$ cat config.mk
export PLATFORM = sky130hd
export DESIGN_NAME = demux41_rr
export DESIGN_NICKNAME = d
export VERILOG_FILES = /design/src/rtl/demux41_pkg.sv /design/src/rtl/demux41_slot.sv /design/src/rtl/demux41_rr.sv
export SDC_FILE = /design/constraint.sdc
export NUM_CORES = 1
export LEC_CHECK = 0
export ABC_AREA = 1
export CORE_ASPECT_RATIO = 1.5
export CORE_MARGIN = 2
export CORE_UTILIZATION = 35
export DETAILED_ROUTE_END_ITERATION = 12
export GPL_TIMING_DRIVEN = 1
export HOLD_SLACK_MARGIN = 0.15
export PLACE_DENSITY = 0.76
export SETUP_SLACK_MARGIN = 0.05
export SLEW_MARGIN = 20
export SYNTH_ARGS = -nofsm -noshare
export SYNTH_HDL_FRONTEND = slang
export SYNTH_HIERARCHICAL = 1
export SYNTH_SLANG_ARGS = --single-unit
$ cat constraint.sdc
create_clock -name clk -period 2.6 [get_ports clk]
set_clock_uncertainty 0.15 [all_clocks]
set_input_delay 0.52 -clock clk [delete_from_list [all_inputs] [get_ports clk]]
set_output_delay 0.52 -clock clk [all_outputs]
set_load 0.02 [all_outputs]
$ cat src/rtl/demux41_pkg.sv
// Shared constants and types for the registered 1-to-4 round-robin demux.
// Optional per-channel accept counters are compiled in with DEMUX41_STATS_EN.
package demux41_pkg;

  localparam int NUM_CH = 4;
  localparam int SEL_W  = 2;
  localparam int STAT_W = 16;

  typedef enum logic {
    MODE_EXPLICIT = 1'b0,
    MODE_RR       = 1'b1
  } mode_e;

  // Per-slot control produced by the steering logic each cycle
  typedef struct packed {
    logic load;
    logic drain;
  } slot_ctl_t;

  localparam logic [STAT_W-1:0] STAT_MAX = {STAT_W{1'b1}};

  function automatic logic [SEL_W-1:0] rr_next(input logic [SEL_W-1:0] p);
    return p + SEL_W'(1);
  endfunction

endpackage

$ cat src/rtl/demux41_slot.sv
// One-entry holding register for a single demux channel.
// With DEMUX41_STATS_EN a saturating count of loaded words is kept alongside.
module demux41_slot
  import demux41_pkg::*;
#(
  parameter int W = 8
) (
  input  logic              clk,
  input  logic              rst,
  input  slot_ctl_t         ctl,
  input  logic [W-1:0]      load_data,
`ifdef DEMUX41_STATS_EN
  output logic [STAT_W-1:0] stat_cnt,
`endif
  output logic              valid,
  output logic [W-1:0]      data
);

  logic         valid_d, valid_q;
  logic [W-1:0] data_d, data_q;

  // A load wins over a same-cycle drain so back-to-back words leave no bubble
  always_comb begin
    valid_d = valid_q;
    data_d  = data_q;
    if (ctl.load) begin
      valid_d = 1'b1;
      data_d  = load_data;
    end else if (ctl.drain) begin
      valid_d = 1'b0;
    end
  end

  always_ff @(posedge clk) begin
    if (rst) begin
      valid_q <= 1'b0;
      data_q  <= '0;
    end else begin
      valid_q <= valid_d;
      data_q  <= data_d;
    end
  end

  assign valid = valid_q;
  assign data  = data_q;

`ifdef DEMUX41_STATS_EN
  logic [STAT_W-1:0] cnt_d, cnt_q;

  always_comb begin
    cnt_d = cnt_q;
    if (ctl.load && (cnt_q != STAT_MAX)) cnt_d = cnt_q + STAT_W'(1);
  end

  always_ff @(posedge clk) begin
    if (rst) cnt_q <= '0;
    else     cnt_q <= cnt_d;
  end

  assign stat_cnt = cnt_q;
`endif

endmodule

$ cat src/rtl/demux41_rr.sv
// Registered 1-to-4 demux: steers one valid/ready stream to four channels by
// explicit select or round-robin pointer. DEMUX41_STATS_EN adds stat_cnt.
module demux41_rr
  import demux41_pkg::*;
#(
  parameter int W = 8
) (
  input  logic                     clk,
  input  logic                     rst,
  input  logic                     en_b,
  input  logic                     auto_mode,
  input  logic [SEL_W-1:0]         in_sel,
  input  logic                     in_valid,
  output logic                     in_ready,
  input  logic [W-1:0]             in_data,
  output logic [NUM_CH-1:0]        out_valid,
  input  logic [NUM_CH-1:0]        out_ready,
  output logic [NUM_CH*W-1:0]      out_data,
`ifdef DEMUX41_STATS_EN
  output logic [NUM_CH*STAT_W-1:0] stat_cnt,
`endif
  output logic [SEL_W-1:0]         rr_ptr
);

  logic [SEL_W-1:0] rr_ptr_d, rr_ptr_q;
  logic [SEL_W-1:0] tgt;
  logic             accept;
  slot_ctl_t [NUM_CH-1:0] ctl;

  // Target is re-evaluated every cycle, so mode/select may change while stalled
  assign tgt      = (mode_e'(auto_mode) == MODE_RR) ? rr_ptr_q : in_sel;
  assign in_ready = !rst && !en_b && (!out_valid[tgt] || out_ready[tgt]);
  assign accept   = in_valid && in_ready;

  always_comb begin
    for (int k = 0; k < NUM_CH; k++) begin
      ctl[k].load  = accept && (tgt == SEL_W'(k));
      ctl[k].drain = out_valid[k] && out_ready[k];
    end
  end

  // Pointer only moves on round-robin accepts, never skipping a busy channel
  always_comb begin
    rr_ptr_d = rr_ptr_q;
    if (accept && (mode_e'(auto_mode) == MODE_RR)) rr_ptr_d = rr_next(rr_ptr_q);
  end

  always_ff @(posedge clk) begin
    if (rst) rr_ptr_q <= '0;
    else     rr_ptr_q <= rr_ptr_d;
  end

  assign rr_ptr = rr_ptr_q;

  for (genvar k = 0; k < NUM_CH; k++) begin : g_slot
    demux41_slot #(.W(W)) u_slot (
      .clk       (clk),
      .rst       (rst),
      .ctl       (ctl[k]),
      .load_data (in_data),
`ifdef DEMUX41_STATS_EN
      .stat_cnt  (stat_cnt[k*STAT_W +: STAT_W]),
`endif
      .valid     (out_valid[k]),
      .data      (out_data[k*W +: W])
    );
  end

endmodule

Yosys cells after proc, flatten, opt, wreduce, memory -nomap -nowiden
Index checks and enable logic that the tools add are counted.
Storage, ports and cells
  input port bits: 19
  logic and storage cells: 48
  memories kept: 0
  output and inout port bits: 39
  latch bits: 0
  bits in read-only memories: 0
  register bits after elaboration: 38
  bits in writable memories: 0
Operators by class
  order comparisons: 1
  reductions and logical operators: 21
  equality and inequality tests: 3
  bitwise logic cells: 0
  shifts and indexed selects: 0
  divide/modulo/power cells: 0
  add/subtract/negate cells: 1
  multiply operators: 0
  mux-type cells: 13
Operators with widths (count)
  logical AND 1 bit: 12
  2-to-1 mux 1 bit: 10
  nonzero test 2 bit: 4
  binary-select mux 1 bit (select 2 bit): 2
  == test 2 bit, second input constant: 2
  zero test 1 bit: 3
  less-than comparator 2 x 3 -> 1 bit, second input constant: 1
  adder 2 x 1 -> 2 bit, second input constant: 1
  == test 2 x 1 -> 1 bit, second input constant: 1
  zero test 2 bit: 1
  2-to-1 mux 2 bit: 1
  logical OR 1 bit: 1

Longest topological paths before layout
Gate-level depths: netlist of run 1.
  depth after elaboration: 9
  gate-level depth with buffers: 14

Cells and area by module
The synthesis of run 1 kept the hierarchy.
By module, submodules not included
  demux41_slot: area an instance 304.0 um^2, times used 4, cells each 38, seq. area each 180.2 um^2
  demux41_rr: area an instance 300.3 um^2, times used 1, cells each 62, seq. area each 40.0 um^2

Least setup slack after synthesis of run 1
Ideal clock, no wire load.
  path kind: input -> register
  start point: in in_sel[1]
  end point: reg g_slot[0].u_slot.data_q[5]
  slack: 119 ps
  library setup time: 116 ps
  cell stages on the path: 11
  data required time: 2334 ps
  arrival time: 2215 ps
  cells stage by stage: inv_1 o21ai_1 inv_1 nand2_1 nand2_1 a21boi_2 nand2_2 nor3_1 inv_2 nor2_1 nor2_1
RTL lines
  start: declaration: line demux41_rr.sv:12  | input logic [SEL_W-1:0] in_sel,
  end signal: assignment: line demux41_slot.sv:40  | data_q <= data_d;
  end: declaration: line demux41_slot.sv:20  | logic [W-1:0] data_d, data_q;

Final worst setup path of run 1
  start point: in in_sel[0]
  end point: out in_ready
Between the ends
  cells in the longest elaborated chain, start to end: 6
Ends and longest elaborated chain
  2-to-1 mux 2 bit *: line demux41_rr.sv:31  | assign tgt = (mode_e'(auto_mode) == MODE_RR) ? rr_ptr_q : in_sel;
  binary-select mux 1 bit (select 2 bit): line demux41_rr.sv:32  | assign in_ready = !rst && !en_b && (!out_valid[tgt] || out_ready[tgt]);
  2-to-1 mux 1 bit (implied by the code): line demux41_rr.sv:32
  zero test 1 bit: line demux41_rr.sv:32
  logical OR 1 bit *: line demux41_rr.sv:32
  logical AND 1 bit *: line demux41_rr.sv:32
  end: declaration: line demux41_rr.sv:14  | output logic in_ready,
Mark *: on every way between the ends. The rest lies on a longest branch, timed or not. The select of a mux whose other input is x is not followed.

==> results of run 1 <==
-- flip-flops by register name, summed over array words and instances (netlist names) --
name                 flops
rr_ptr                   2
g_slot.u_slot/valid      4
g_slot.u_slot/data      32
-- cells in the final DEF (no fill, tap or decap), drive strengths merged --
cell,n
nand2,33
clkbuf,6
buf,18
dfxtp,38
nor2,68
nand3,3
o21ai,33
nand4,3
a21oi,4
dlygate4sd2,1
nor3,4
inv,27
bufinv,2
clkdlybuf4s50,55
a21boi,1
-- tightest hold or removal path, cell delays in order (launching register included) --
cell,delay (ps)
dfxtp_1,320
o21ai_0,70
nor2_1,70
-- metal layers --
metal / up-vias / GRT usage, %
li1: 835 / -
met1: 714 / 20.9
met2: 59 / 29.8
met3: 10 / 4.16
met4: 0 / 8.46
met5: - / 0
-- through the flow --
stage          worst slack, ps  cell area (sq um)  util [%]  std cells  power (mW)
6_report                   134               2470      58.7        342        1.37
5_1_grt                   51.6               2470      58.7        342        1.41
4_1_cts                    111               2460      58.5        342        1.38
2_1_floorplan              119               1520         -        214       0.674
3_3_place_gp              -411               2320      55.2        334       0.769
3_5_place_dp              -464               2320      55.2        334       0.771
-- power by group --
group | switching (mW) | internal [mW] | total [mW]
logic | 0.0801 | 0.0757 | 0.156
registers | 0.00805 | 0.595 | 0.603
clock network | 0.206 | 0.409 | 0.615
total | 0.294 | 1.08 | 1.37
-- logic make-up after synthesis --
group | synth area share (%)
buffers and inverters | 6.68
AOI/OAI and AO/OA | 13.9
and+or+nand+nor | 29.2
DFF | 50.2
-- path summary, 6_finish.rpt --
| kind | start | to | slack, ps | depth (start not counted) |
|---|---|---|---|---|
| hold reg to reg | g_slot[1].u_slot/data[2] | g_slot[1].u_slot/data[2] | 350 | 2 |
| setup / recovery | in_sel[0] | in_ready | 130 | 10 |
| setup reg to reg | rr_ptr[0] | g_slot[3].u_slot/data[5] | 640 | 14 |
| hold / removal | g_slot[1].u_slot/data[2] | g_slot[1].u_slot/data[2] | 350 | 2 |
-- cell type report --
| type | instances | area (sq um) | area share, % |
|---|---|---|---|
| clock buffer | 6 | 82.6 | 3.34 |
| clock inverter | 2 | 60.1 | 2.43 |
| inverter | 27 | 101 | 4.10 |
| multi-input combinational | 149 | 663 | 26.8 |
| sequential | 38 | 761 | 30.8 |
| tap | 46 | 57.6 | 2.33 |
| timing repair buffer | 74 | 744 | 30.1 |
-- repair_timing --
action	CTS	global route
setup buffers	0	0
endpoints found under the setup margin	1	1
resized for setup	6	2
==> reports/metrics.cfg, run 1 <==
[status]
status=completed

[route]
num_vias=1618
dr.max_layer_used=met4
drcViolationCount=0
route.met2.wl_microns=2160
viasPerCell=4.73
drt-met1-wl_microns=1760
dr.pass1.iters=6
wl_per_cell_microns=12.5
routed-wl-met3_microns=249
drt-total-wl_microns=4270
drtAntennaViolNets=0
drtIter0Drc=69

[grt]
grt_overflow=0
grt_pass1_vias=1427
grt_max_degree=13
antenna_found_initial=0
grt_pass1_wl_microns=6670
track_usage_pct=17.8

[floorplanning]
start_util_pct=36.0
die_height_microns=84.6
die_width_microns=57.7
dieArea_sq_um=4890
coreArea_sq_um=4210
rows=29
io_pins=58

[worst_setup_path]
critPathRequiredTime_ps=1930
crit_slowest_cell=clkdlybuf4s50_1
slowest_delay_ps=470
path_buf_inv=3
critical-path-top-delay-family=buffers and inverters
endpoint_kind=primary output
crit_path_max_fanout=6
path_common_cell=nand2_1
critPathKind=in -> out
startpoint_type=input port
path_cells=clkdlybuf4s50_1 -> nand2_2 -> nand2_4 -> inv_2 -> nand2_1 -> nand2_1 -> nand2_1 -> nand2_1 -> a21boi_2 -> buf_4
cp.arrival_ps=1800

[clocking]
cts_buffers=5
clock-sinks=38
htree_levels=2
clkLatencyLatePin_ps=280
cts-hold-fix-buffers=0
clk_path_buf_depth=2
clk_pin_slew_ps=70
cts_tree=yes
cts-root-buf=clkbuf_8

[placed_design]
portBuffers=57
routabilityCongestion=0.868
place_hpwl_microns=3120

[logic_synthesis]
yosys.area.top_type_share_pct=50.2
synth-edff-count=0
ys_ff_latch=38
synth_common_cells=68 x nor2_1, 38 x dfxtp_1, 32 x o21ai_0
synth_ff_type=dfxtp_1
syn_area_per_cell_sq_um=7.09
syn_inst=214
ys_types=13
syn_nets=233
synthArstFlopShare_pct=0
synth_area_sq_um=1520
synthTopCellsByArea=dfxtp_1 50%, nor2_1 17%, o21ai_0 11%, nand2_1 7.2%, inv_1 5.4%
synth_seq_area_share_pct=50.2
yosysMostFrequentCell=nor2_1
synth_warnings=6
yosysTopAreaCell=dfxtp_1

[timing]
finalSetupTns_ps=0
rsz0062_at_grt=false
hold_viol_final=0
fmax_ghz=0.405
min_period_ps=2470
worst_pin_slew_ps=246
setup_violations=0
holdWs_ps=353
period_share_pct=94.9
max-slew-margin-rel_pct=83.5
timing.final.max_slew_violations=0

[finish]
fill_cells=396
nNetsFinal=314
drive_gt1_share_pct=13.9
area_growth_pct=62.9
n_antenna_cell=0

[power_and_ir_drop]
power_density_nw_per_um2=556
p_leak_nw=1.12
peakVddDrop_uv=432

[flow_run]
cap_violations=0

[min_path]
hold_class=reg -> reg

No activity file was read; power rests on OpenSTA's default activity.
==> inputs of run 2 (changes only) <==
CORE_UTILIZATION = 40   (was 35)
GPL_ROUTABILITY_DRIVEN = 0   (was not set)
PLACE_DENSITY = 0.84   (was 0.76)
==> reports/metrics.cfg, run 2 (same netlist as run 1, synthesis figures left out) <==
[finish]
layout.area.seq_sq_um=761  ; unchanged
nNetsFinal=316  ; +0.64%
final_area_sq_um=2430  ; -1.8%
final_common_cell=nor2_1
largest_reg_flops=32  ; unchanged
multiInputGateArea_sq_um=668  ; +0.75%
area_growth_pct=60.0
n_antenna_cell=0  ; unchanged
drive_gt1_share_pct=15.1  ; +1.2 points
layout.cells.non_filler=341  ; -0.29%
layout_common_cells=68 x nor2_1, 55 x clkdlybuf4s50_1, 38 x dfxtp_1
fill_cells=309  ; -22%

[timing]
max-slew-margin-rel_pct=81.1  ; -2.4 points
fmax_ghz=0.406  ; +0.17%
finalSetupTns_ps=0  ; unchanged
hold_viol_final=0  ; unchanged
timing.final.max_slew_violations=0  ; unchanged
worst_pin_slew_ps=282  ; +35.8 ps
period_share_pct=94.7  ; -0.16 points
holdWs_ps=354  ; +1.88 ps
setup_violations=0  ; unchanged
min_period_ps=2460  ; -4.19 ps
rsz0062_at_grt=true

[clocking]
cts-root-buf=clkbuf_8
clk_pin_slew_ps=70  ; about the same
cts_tree=yes
htree_levels=2  ; unchanged
cts_buffers=5  ; unchanged
clk_path_buf_depth=2  ; unchanged
clock-sinks=38  ; unchanged
clkLatencyLatePin_ps=300  ; +20 ps

[worst_setup_path]
cp.arrival_ps=1790  ; about the same
critical-path-top-delay-family=buffers and inverters
crit_path_max_fanout=6  ; unchanged
endpoint_kind=primary output
path_buf_inv=3  ; unchanged
r2r_cells=15  ; +1
reg2reg_to=g_slot[0].u_slot/data[3]
critPathRequiredTime_ps=1930  ; about the same
slowest_delay_ps=470  ; about the same
critPathKind=in -> out
crit_slowest_cell=clkdlybuf4s50_1
path_common_cell=nand2_1
startpoint_type=input port
timing.reg2reg.setup_slack_ps=490  ; -150 ps
r2r-start=rr_ptr[0]
path_cells=clkdlybuf4s50_1 -> nand2_2 -> nand2_2 -> inv_2 -> nand2_1 -> nand2_1 -> nand2_1 -> nand2_1 -> a21boi_2 -> buf_4

[placed_design]
dp.cells=331  ; -0.90%
place_hpwl_microns=3230  ; +3.7%
placed_area_sq_um=2310  ; -0.70%
portBuffers=57  ; unchanged

[route]
dr.pass1.iters=5  ; -1
drtAntennaViolNets=0  ; unchanged
wl_per_cell_microns=13.0  ; +3.9%
drcViolationCount=0  ; unchanged
drtIter0Drc=46  ; -33%
viasPerCell=4.78  ; +1.1%
drt-total-wl_microns=4430  ; +3.6%
num_vias=1631  ; +0.80%

[floorplanning]
die_height_microns=79.4  ; -6.2%
die_width_microns=54.3  ; -6.0%
start_util_pct=41.6  ; +5.5 points
io_pins=58  ; unchanged
rows=27  ; -6.9%
dieArea_sq_um=4310  ; -12%
coreArea_sq_um=3650  ; -13%

[min_path]
hold-path-endpoint=g_slot[1].u_slot/data[4]
hold_class=reg -> reg
hold_depth=2  ; unchanged
min_from=g_slot[1].u_slot/data[4]

[status]
status=completed

[grt]
antenna_found_initial=0  ; unchanged
grt_pass1_vias=1538  ; +7.8%
grt_overflow=0  ; unchanged
grt_max_degree=13  ; unchanged
grt_pass1_wl_microns=6710  ; +0.62%
track_usage_pct=21.5  ; +3.7 points

[flow_run]
cap_violations=0  ; unchanged

[power_and_ir_drop]
power_density_nw_per_um2=487  ; -12%
peakVddDrop_uv=417  ; -3.4%
p_leak_nw=1.10  ; -1.4%
power_mw=1.18  ; -14%

## run 2: per-layer routing
metal	up-vias	wire (microns)	global-route usage, %
li1	839	-	-
met1	732	1800	23.3
met2	49	2290	37.3
met3	11	193	4.49
met4	0	142	10.8
met5	-	0	0
## run 2: repair_timing
item | CTS | global route
cloned | 0 | 0
endpoints found under the setup margin | 1 | 10
pin swaps | 0 | 0
hold buffers | 0 | 0
setup buffers | 0 | 2
gates resized for setup | 6 | 3
## run 2: worst max path at each step
stage	from	end	slack [ps]	cells after the start
3_3_place_gp	auto_mode	in_ready	-390	10
4_1_cts	in_sel[0]	in_ready	140	10
2_1_floorplan	in_sel[1]	g_slot[0].u_slot/data[5]	120	11
3_5_place_dp	auto_mode	in_ready	-420	10
6_report	in_sel[0]	in_ready	140	10
5_1_grt	in_sel[0]	in_ready	10	10
## run 2: metrics by stage
| stage | setup WS (ps) | util [%] |
|---|---|---|
| floorplan | 119 | - |
| global placement | -388 | 63.2 |
| detailed placement | -424 | 63.2 |
| CTS | 136 | 65.7 |
| global route | 14.8 | 66.5 |
| finish | 138 | 66.5 |
## run 2: worst reg2reg max path: stages (launching register included)
cell	delay, ps
dfxtp_1	380
nand2_2	110
nand2_2	150
inv_2	50
nand2_1	50
nand2_1	50
nand2_1	50
nand2_1	70
a21boi_2	170
buf_4	130
nand2_2	70
nor3_1	140
buf_4	160
buf_12	100
o21ai_0	100
nor2_1	130
## run 2: area by class of cell
class,instances,area share [%]
Inverter,27,4.18
Tap cell,43,2.22
Sequential cell,38,31.4
Clock buffer,6,3.40
Timing Repair Buffer,76,30.8
Clock inverter,2,0.516
Multi-Input combinational cell,149,27.5
## run 2: report_power, final
part	switching [mW]	total (mW)	internal (mW)
combinational	0.0822	0.159	0.0764
clock	0.207	0.420	0.213
sequential	0.00815	0.603	0.595
==> inputs of run 3 (changes only) <==
ABC_AREA = not set   (was 1)
PLACE_DENSITY = 0.83   (was 0.84)
==> reports/metrics.cfg, run 3 <==
[route]
drt-total-wl_microns=3520  ; -21%
drcViolationCount=0  ; unchanged
wl_per_cell_microns=13.3  ; +2.6%
drtAntennaViolNets=0  ; unchanged
dr.pass1.iters=4  ; -1
num_vias=1244  ; -24%
drtIter0Drc=22  ; -52%
viasPerCell=4.71  ; -1.5%

[clocking]
htree_levels=2  ; unchanged
clkLatencyLatePin_ps=280  ; -20 ps
cts-root-buf=clkbuf_8
cts_buffers=5  ; unchanged
clk_path_buf_depth=2  ; unchanged
cts_tree=yes
clk_pin_slew_ps=70  ; about the same
clock-sinks=38  ; unchanged

[timing]
min_period_ps=2510  ; +48.8 ps
max-slew-margin-rel_pct=62.8  ; -18 points
fmax_ghz=0.398  ; -1.9%
period_share_pct=96.6  ; +1.9 points
worst_pin_slew_ps=558  ; +276 ps
rsz0062_at_grt=false
hold_viol_final=0  ; unchanged
holdWs_ps=343  ; -11.1 ps
layout_setup_ws_ps=88.9  ; -48.8 ps
timing.final.max_slew_violations=0  ; unchanged
setup_violations=0  ; unchanged

[min_path]
hold_class=reg -> reg

[worst_setup_path]
startpoint_type=input port
critPathKind=in -> out
r2r-start=rr_ptr[1]
reg2reg_to=g_slot[3].u_slot/data[7]
critPathCapture=in_ready
crit_path_start=out_ready[1]
path_cells=clkdlybuf4s50_1 -> and2b_1 -> mux2i_4 -> mux2i_1 -> nor3_1 -> buf_4
crit_slowest_cell=clkdlybuf4s50_1
cp.arrival_ps=1840  ; +50 ps
r2r_cells=7  ; -8
critPathRequiredTime_ps=1930  ; about the same
slowest_delay_ps=460  ; about the same
crit_path_max_fanout=2  ; -4
endpoint_kind=primary output
timing.reg2reg.setup_slack_ps=520  ; +30 ps

[grt]
grt_pass1_wl_microns=5710  ; -15%
met2_usage_pct=31.7  ; -5.7 points
antenna_found_initial=0  ; unchanged
grtUsageMet1_pct=19.4  ; -3.9 points
grt_overflow=0  ; unchanged
grt_pass1_vias=1274  ; -17%
grt_max_degree=39  ; +26
grt_use_met3_pct=5.39  ; +0.90 points
top_usage_layer=met2
track_usage_pct=18.1  ; -3.3 points

[finish]
final_common_cell=clkdlybuf4s50_1
n_antenna_cell=0  ; unchanged
layout.cells.non_filler=264  ; -23%
fill_cells=331  ; +7.1%
layout.area.seq_sq_um=761  ; unchanged
area_growth_pct=46.0
multiInputGateArea_sq_um=713  ; +6.7%
drive_gt1_share_pct=10.4  ; -4.7 points
final_area_sq_um=2280  ; -5.9%
largest_reg_flops=32  ; unchanged
nNetsFinal=240  ; -24%
layout_common_cells=54 x clkdlybuf4s50_1, 38 x dfxtp_1, 37 x nor2_1

[logic_synthesis]
synth_seq_area_share_pct=48.7  ; -1.5 points
synth-edff-count=0  ; unchanged
syn_area_per_cell_sq_um=10.1  ; +43%
synth_common_cells=38 x dfxtp_1, 38 x nor2_1, 35 x mux2i_1
ys_ff_latch=38  ; unchanged
syn_nets=173  ; -26%
syn_inst=154  ; -28%
synthArstFlopShare_pct=0  ; unchanged
synth_area_sq_um=1560  ; +3.1%
synthTopCellsByArea=dfxtp_1 49%, mux2i_1 22%, nor2_1 9.1%, buf_6 3.6%, nand2b_1 2.0%
ys_types=23  ; +10
yosysTopAreaCell=dfxtp_1
synth_warnings=6  ; unchanged
synth_ff_type=dfxtp_1
yosys.area.top_type_share_pct=48.7  ; -1.5 points

[power_and_ir_drop]
p_leak_nw=0.837  ; -24%
pwr-share-clk_pct=33.9  ; -1.6 points
switching_power_mw=0.247  ; -17%
peakVddDrop_uv=505  ; +21%
p_seq_share_pct=54.8  ; +3.8 points
comb_power_share_pct=11.2  ; -2.2 points
power_density_nw_per_um2=477  ; -2.2%
power_mw=1.09  ; -8.0%
intPower_mw=0.840  ; -5.0%
swShare_pct=22.7  ; -2.5 points

[placed_design]
dp_slack_ps=-550  ; -126 ps
place_hpwl_microns=2530  ; -22%
portBuffers=57  ; unchanged
dp.cells=256  ; -23%
placed_area_sq_um=2190  ; -4.9%

[floorplanning]
io_pins=58  ; unchanged
die_height_microns=80.6  ; +1.4%
die_width_microns=55.0  ; +1.4%
start_util_pct=42.1  ; +0.49 points
rows=27  ; unchanged
dieArea_sq_um=4430  ; +2.9%
coreArea_sq_um=3720  ; +1.9%

[flow_run]
cap_violations=0  ; unchanged

[status]
status=completed

-- run 3: how the worst min path moves through the flow --
stage	cells after the start	from	slack (ps)	endpoint
after floorplan	2	rr_ptr[0]	400	rr_ptr[0]
after global placement	2	rr_ptr[0]	320	rr_ptr[0]
after detailed placement	2	g_slot[1].u_slot/data[4]	340	g_slot[1].u_slot/data[4]
after CTS	2	g_slot[2].u_slot/valid	350	g_slot[2].u_slot/valid
after global routing	2	g_slot[1].u_slot/data[4]	370	g_slot[1].u_slot/data[4]
final	2	g_slot[0].u_slot/valid	340	g_slot[0].u_slot/valid
-- run 3: stage by stage --
step                      utilization [%]  TNS [ps]
after floorplan                         -         0
after detailed placement             59.0     -5180
after global routing                 61.4         0
final                                61.4         0
after CTS                            61.0      -111
after global placement               59.0     -4800
-- run 3: power by group through the flow --
stage                     Clock [mW]  Combinational, mW  Sequential [mW]
after global routing           0.405              0.132            0.597
after detailed placement           0              0.123            0.610
after floorplan                    0             0.0463            0.620
final                          0.369              0.122            0.596
after global placement             0              0.122            0.609
after CTS                      0.378              0.123            0.597
-- run 3: final cells by class --
| class | count | area share, % |
|---|---|---|
| sequential | 38 | 33.3 |
| multi-input combinational | 103 | 31.2 |
| timing repair buffer | 69 | 29.1 |
| clock buffer | 7 | 3.34 |
| tap | 43 | 2.36 |
| inverter | 4 | 0.658 |
-- run 3: cells by family (layout without fill, tap and decap cells) --
| family | Yosys count | after routing | synth area share (%) |
|---|---|---|---|
| AND/OR/NAND/NOR | 58 | 58 | 17.1 |
| flip-flops | 38 | 38 | 48.7 |
| multiplexers | 38 | 38 | 25.7 |
| buffers and inverters | 13 | 80 | 5.84 |
| XOR/XNOR | 1 | 1 | 0.561 |
| AO/OA/AOI/OAI | 6 | 6 | 2.08 |
-- run 3: per-layer routing --
metal | vias to the layer above | routed length, microns
met5 | - | 0
met4 | 0 | 58
met3 | 6 | 206
met2 | 36 | 1820
met1 | 568 | 1440
li1 | 634 | -
-- run 3: critical path, delay by kind of cell --
| family | cells | cell delay [ps] |
|---|---|---|
| and+or+nand+nor | 2 | 440 |
| muxes | 2 | 230 |
| buffers and inverters | 2 | 640 |
-- run 3: what timing repair did --
item	4_1_cts	5_1_grt
hold buffers	0	0
endpoints found under the hold margin	0	0
buffers inserted	0	1
setup endpoints to repair	10	11
resized for setup	6	3
pin swaps	0	1
